[config.mk]
export PLATFORM = sky130hd
export DESIGN_NAME = sr_latch_driver
export DESIGN_NICKNAME = d
export VERILOG_FILES = /design/src/rtl/sr_latch_pkg.sv /design/src/rtl/sr_pulse_timer.sv /design/src/rtl/sr_latch_driver.sv
export SDC_FILE = /design/constraint.sdc
export NUM_CORES = 1
export LEC_CHECK = 0
export ABC_AREA = 1
export CAP_MARGIN = 20
export CELL_PAD_IN_SITES_DETAIL_PLACEMENT = 1
export CELL_PAD_IN_SITES_GLOBAL_PLACEMENT = 2
export CORE_MARGIN = 1.5
export CORE_UTILIZATION = 27
export CTS_BUF_LIST = sky130_fd_sc_hd__clkbuf_4 sky130_fd_sc_hd__clkbuf_8
export CTS_CLUSTER_DIAMETER = 60
export CTS_CLUSTER_SIZE = 25
export DETAILED_ROUTE_END_ITERATION = 12
export PLACE_DENSITY_LB_ADDON = 0.12
export RECOVER_POWER = 100
export SLEW_MARGIN = 20
export SYNTH_ARGS = -nofsm -noshare
export SYNTH_HDL_FRONTEND = slang
export SYNTH_SLANG_ARGS = --single-unit
[constraint.sdc]
create_clock -name clk -period 2.1 [get_ports clk]
set_clock_uncertainty 0.2 [all_clocks]
set_input_delay 0.315 -clock clk [delete_from_list [all_inputs] [get_ports clk]]
set_output_delay 0.315 -clock clk [all_outputs]
set_load 0.1 [all_outputs]
[src/rtl/sr_latch_pkg.sv]
// Shared types and {s,r} drive codes for the SR latch front-end.
package sr_latch_pkg;

  typedef enum logic [1:0] {
    IDLE,
    PULSE,
    RECOVER
  } sr_drv_state_t;

  // Bit order is {s, r}; 2'b00 is the unused latch code and never appears here.
  localparam logic [1:0] SR_HOLD  = 2'b11;
  localparam logic [1:0] SR_SET   = 2'b10;
  localparam logic [1:0] SR_CLEAR = 2'b01;

  function automatic logic [1:0] write_pattern(input logic value);
    return value ? SR_SET : SR_CLEAR;
  endfunction

endpackage

[src/rtl/sr_pulse_timer.sv]
// Loadable down-counter; expire is high in the last cycle of a loaded interval.
module sr_pulse_timer #(
  parameter int WIDTH = 2
) (
  input  logic             clk,
  input  logic             load,
  input  logic [WIDTH-1:0] load_val,
  output logic             expire
);

  logic [WIDTH-1:0] count;

  // NOTE: count has no reset of its own; the parent asserts load during reset,
  // so the value is defined from the first reset edge onward.
  always_ff @(posedge clk) begin
    if (load) begin
      count <= load_val;
    end else if (count != '0) begin
      count <= count - WIDTH'(1);
    end
  end

  assign expire = (count == WIDTH'(1));

endmodule

[src/rtl/sr_latch_driver.sv]
// Clocked valid/ready front-end producing timed set/clear strobes for an SR latch.
// Optional readback check enabled by defining SR_LATCH_DRIVER_CHECK_EN.
module sr_latch_driver #(
  parameter int PULSE_CYCLES   = 2,
  parameter int RECOVER_CYCLES = 1
) (
  input  logic clk,
  input  logic rst,
  input  logic req_valid,
  output logic req_ready,
  input  logic req_value,
  output logic s,
  output logic r,
  input  logic q_fb,
  output logic q_shadow,
  output logic busy,
  output logic done,
  output logic err
);

  import sr_latch_pkg::*;

  if (PULSE_CYCLES < 1) begin : g_bad_pulse
    $error("PULSE_CYCLES must be >= 1");
  end
  if (RECOVER_CYCLES < 1) begin : g_bad_recover
    $error("RECOVER_CYCLES must be >= 1");
  end

  localparam int CNT_MAX = (PULSE_CYCLES > RECOVER_CYCLES) ? PULSE_CYCLES : RECOVER_CYCLES;
  localparam int CNT_W   = $clog2(CNT_MAX + 1);
  localparam logic [CNT_W-1:0] PULSE_LOAD   = CNT_W'(PULSE_CYCLES);
  localparam logic [CNT_W-1:0] RECOVER_LOAD = CNT_W'(RECOVER_CYCLES);

  sr_drv_state_t    state, state_next;
  logic [1:0]       sr_q, sr_next;
  logic             load_req, expire, done_next, check_now, wrote, accept;
  logic [CNT_W-1:0] load_val;

  sr_pulse_timer #(.WIDTH(CNT_W)) u_timer (
    .clk      (clk),
    .load     (rst | load_req),
    .load_val (rst ? RECOVER_LOAD : load_val),
    .expire   (expire)
  );

  assign accept = (state == IDLE) && req_valid;

  // NOTE: every state element uses non-blocking assignment so all registers
  // update from the same pre-edge values.
  always_ff @(posedge clk) begin
    if (rst) state <= RECOVER;
    else     state <= state_next;
  end

  // NOTE: all outputs of this block get a default first, so no path infers a latch.
  always_comb begin
    state_next = state;
    sr_next    = sr_q;
    load_req   = 1'b0;
    load_val   = RECOVER_LOAD;
    done_next  = 1'b0;
    check_now  = 1'b0;
    case (state)
      IDLE: begin
        if (req_valid) begin
          state_next = PULSE;
          load_req   = 1'b1;
          load_val   = PULSE_LOAD;
          sr_next    = write_pattern(req_value);
        end
      end
      PULSE: begin
        if (expire) begin
          state_next = RECOVER;
          load_req   = 1'b1;
          sr_next    = SR_HOLD;
        end
      end
      RECOVER: begin
        // Entered from reset with the clear code still driven: the hold
        // interval starts only once s=r=1 is actually presented.
        if (sr_q != SR_HOLD) begin
          load_req = 1'b1;
          sr_next  = SR_HOLD;
        end else if (expire) begin
          state_next = IDLE;
          done_next  = wrote;
          check_now  = wrote;
        end
      end
      default: begin
        state_next = RECOVER;
        load_req   = 1'b1;
        sr_next    = SR_HOLD;
      end
    endcase
  end

  always_ff @(posedge clk) begin
    if (rst) begin
      sr_q     <= SR_CLEAR;
      q_shadow <= 1'b0;
      done     <= 1'b0;
      wrote    <= 1'b0;
    end else begin
      sr_q <= sr_next;
      done <= done_next;
      if (accept) begin
        q_shadow <= req_value;
        wrote    <= 1'b1;
      end
    end
  end

  assign s         = sr_q[1];
  assign r         = sr_q[0];
  assign req_ready = (state == IDLE);
  assign busy      = (state != IDLE);

`ifdef SR_LATCH_DRIVER_CHECK_EN
  always_ff @(posedge clk) begin
    if (rst) begin
      err <= 1'b0;
    end else if (check_now && (q_fb != q_shadow)) begin
      err <= 1'b1;
    end
  end
`else
  logic unused_fb;
  assign unused_fb = q_fb ^ check_now;
  assign err       = 1'b0;
`endif

endmodule

==> run metrics <==
GR Overflow Total 0; synth top area cells dfxtp_1 (27%), nand2_1 (15%), edfxtp_1 (12%); Final Hold Fails 0; #FFs+latches synth 9; initial DRC count 2; distinct cell type count after synthesis 20; Util after Layout 0.369; fin. max-slew vios 0; Main synth FF type dfxtp_1; share of cells above drive strength 1 0.214; clock buffer depth 2; area leader, netlist dfxtp_1; fin crit share 0.825; status completed; Final nets 92; Detailed Place HPWL 928 um; Psw between 600 and 700 uW; syn_nets 78; setup TNS 0 ns; Peak Freq a little under 0.6 GHz; slew margin rel. 0.642; antenna violations before repair 0; Logic pwr share 0.623; Post-synth ARST share 0; std cell rows 15; register area 200 sq um; Reg-to-Reg Start u_timer.count[0]; htree depth 1; post-CTS resize count 0; Least-Margin Pin Slew roughly 0.54 ns; fillcell total roughly 240; RD Place Congestion around 0.67; antenna viol nets, final 0; largest net degree at the start of global routing 8; Post-CTS Setup Inserts 0; Syn-to-layout area delta 25.0%; Switching Share 0.548; top cells by count, synth nand2_1 (21), inv_1 (9), dfxtp_1 (7); Num CTS Buffers 3; first-pass GRT wire length approximately 2.0 mm; area of the multi-input gates 250 sq um; final WL 1.15 mm; critical path peak fanout 7; hold_buf cts 0; Die Height approximately 47 um; Worst EP required around 1.6 ns; Gate Count Post-Synth between 70 and 80; unrepaired setup endpoints after global routing false; Synth Cell Area approximately 520 sq um; critical path capture point type output pin; die area around 2200 sq um; source of the worst hold timing path wrote; io pins 12; number of diodes 0; Max Cap Viol 0; via count 484; Mapped Avg Cell Area around 7.3 sq um; CTS clock-pin slew for the worst setup and hold paths 0.07 ns; Worst VDD drop 0.865 mV; Post-synth EDFFs 2; vias per inst between 4 and 5; CTS tree yes; Clk Latency, worst-skew pair 0.27 ns; wire per inst 10.6 um; Yosys Warn Count 0; CTS sink count 9; top cell type's share of synthesized area 0.269; crit path launch type flop; sequential share of power 0.242; port buffer count 9; Pre-antenna DRT Iters 2; crit path launch state[0]; sequential fraction of the synthesis area 0.385; vias in the first global route approximately 440; final setup vio count 0; Hold Path Class flop to flop; die width around 47 um; top-count cell post-synth nand2_1; Internal Pwr Total 513 uW; CP arrival roughly 1.2 ns; Core Area ~1800 sq um; crit path kind flop to output pin; Lkg Pwr about 0.33 nW; Clk pwr share 0.135; starting density of the core 0.295; Period minus WS final roughly 1.7 ns; root buffer cell clkbuf_4; PD cells between 1500 and 2000 nW/um^2; Total GRT Usage 0.132; DRC viols 0
registers in the layout, indices dropped and copies added (netlist names):
name and cells:
sr_q 2, state 2, u_timer.count 2, done 1, q_shadow 1, wrote 1
per-layer routing:
layer	GRT usage	vias up	part of all wire
met5	0	-	0
met4	0.0833	0	0.029
met3	0.0231	5	0.030
met2	0.186	10	0.44
met1	0.184	219	0.50
li1	-	250	-
cell type report:
| class | count | area share |
|---|---|---|
| Inverter | 11 | 0.0635 |
| Clock buffer | 4 | 0.0462 |
| Tap cell | 25 | 0.0481 |
| Timing Repair Buffer | 10 | 0.150 |
| Sequential cell | 9 | 0.308 |
| Multi-Input combinational cell | 50 | 0.385 |
critical path, stage by stage, from the launching register on:
cell and delay (ns):
dfxtp_1 0.38, nor2_1 0.34, buf_12 0.23
worst paths after layout:
kind	endpoint	slack [ns]	depth (start not counted)
worst max-delay path	req_ready	0.37	2
worst min-delay path	done	0.25	2
worst max register to register	u_timer.count[0]	0.45	7
worst min register to register	done	0.25	2
power groups by stage:
stage	combinational (mW)	clock (mW)	sequential (mW)
after floorplan	0.426	0	0.400
after global placement	0.740	0	0.281
after detailed placement	0.743	0	0.283
after CTS	0.750	0.156	0.279
after global routing	0.757	0.163	0.285
final	0.707	0.153	0.275
stage by stage:
step | instance area (sq um) | hold WS [ns] | instances | power, mW | setup WS, ns
2_1_floorplan | 520 | 0.184 | 71 | 0.827 | 0.0965
3_3_place_gp | 652 | 0.254 | 105 | 1.02 | 0.291
3_5_place_dp | 652 | 0.256 | 105 | 1.03 | 0.278
4_1_cts | 682 | 0.267 | 109 | 1.19 | 0.428
5_1_grt | 651 | 0.285 | 109 | 1.20 | 0.312
6_report | 651 | 0.250 | 109 | 1.14 | 0.367
cell usage in the layout, fill, tap and decap left out:
| master | n |
|---|---|
| a21oi_1 | 2 |
| buf_12 | 2 |
| buf_4 | 1 |
| clkbuf_2 | 4 |
| clkbuf_4 | 4 |
| clkdlybuf4s50_1 | 3 |
| conb_1 | 1 |
| dfxtp_1 | 7 |
| edfxtp_1 | 2 |
| ha_1 | 2 |
| inv_1 | 9 |
| inv_2 | 2 |
| nand2_1 | 22 |
| nand2_2 | 1 |
| nand3_1 | 6 |
| nand3_2 | 1 |
| nand3b_1 | 1 |
| nand4_1 | 1 |
| nor2_1 | 8 |
| nor2_2 | 1 |
| nor2_4 | 1 |
| nor3_2 | 1 |
| nor4_1 | 1 |
| o21ai_0 | 1 |
kinds of logic (layout without fill, tap and decap cells):
logic type / after synthesis / after routing / synth area share
AND/OR/NAND/NOR: 44 / 44 / 0.438
buffers and inverters: 12 / 25 / 0.0938
flip-flops: 9 / 9 / 0.385
AO/OA/AOI/OAI: 3 / 3 / 0.0288
adder cells (fa/ha/maj): 2 / 2 / 0.0481
other: 1 / 1 / 0.00720
Power figures use the tool's default switching activity.
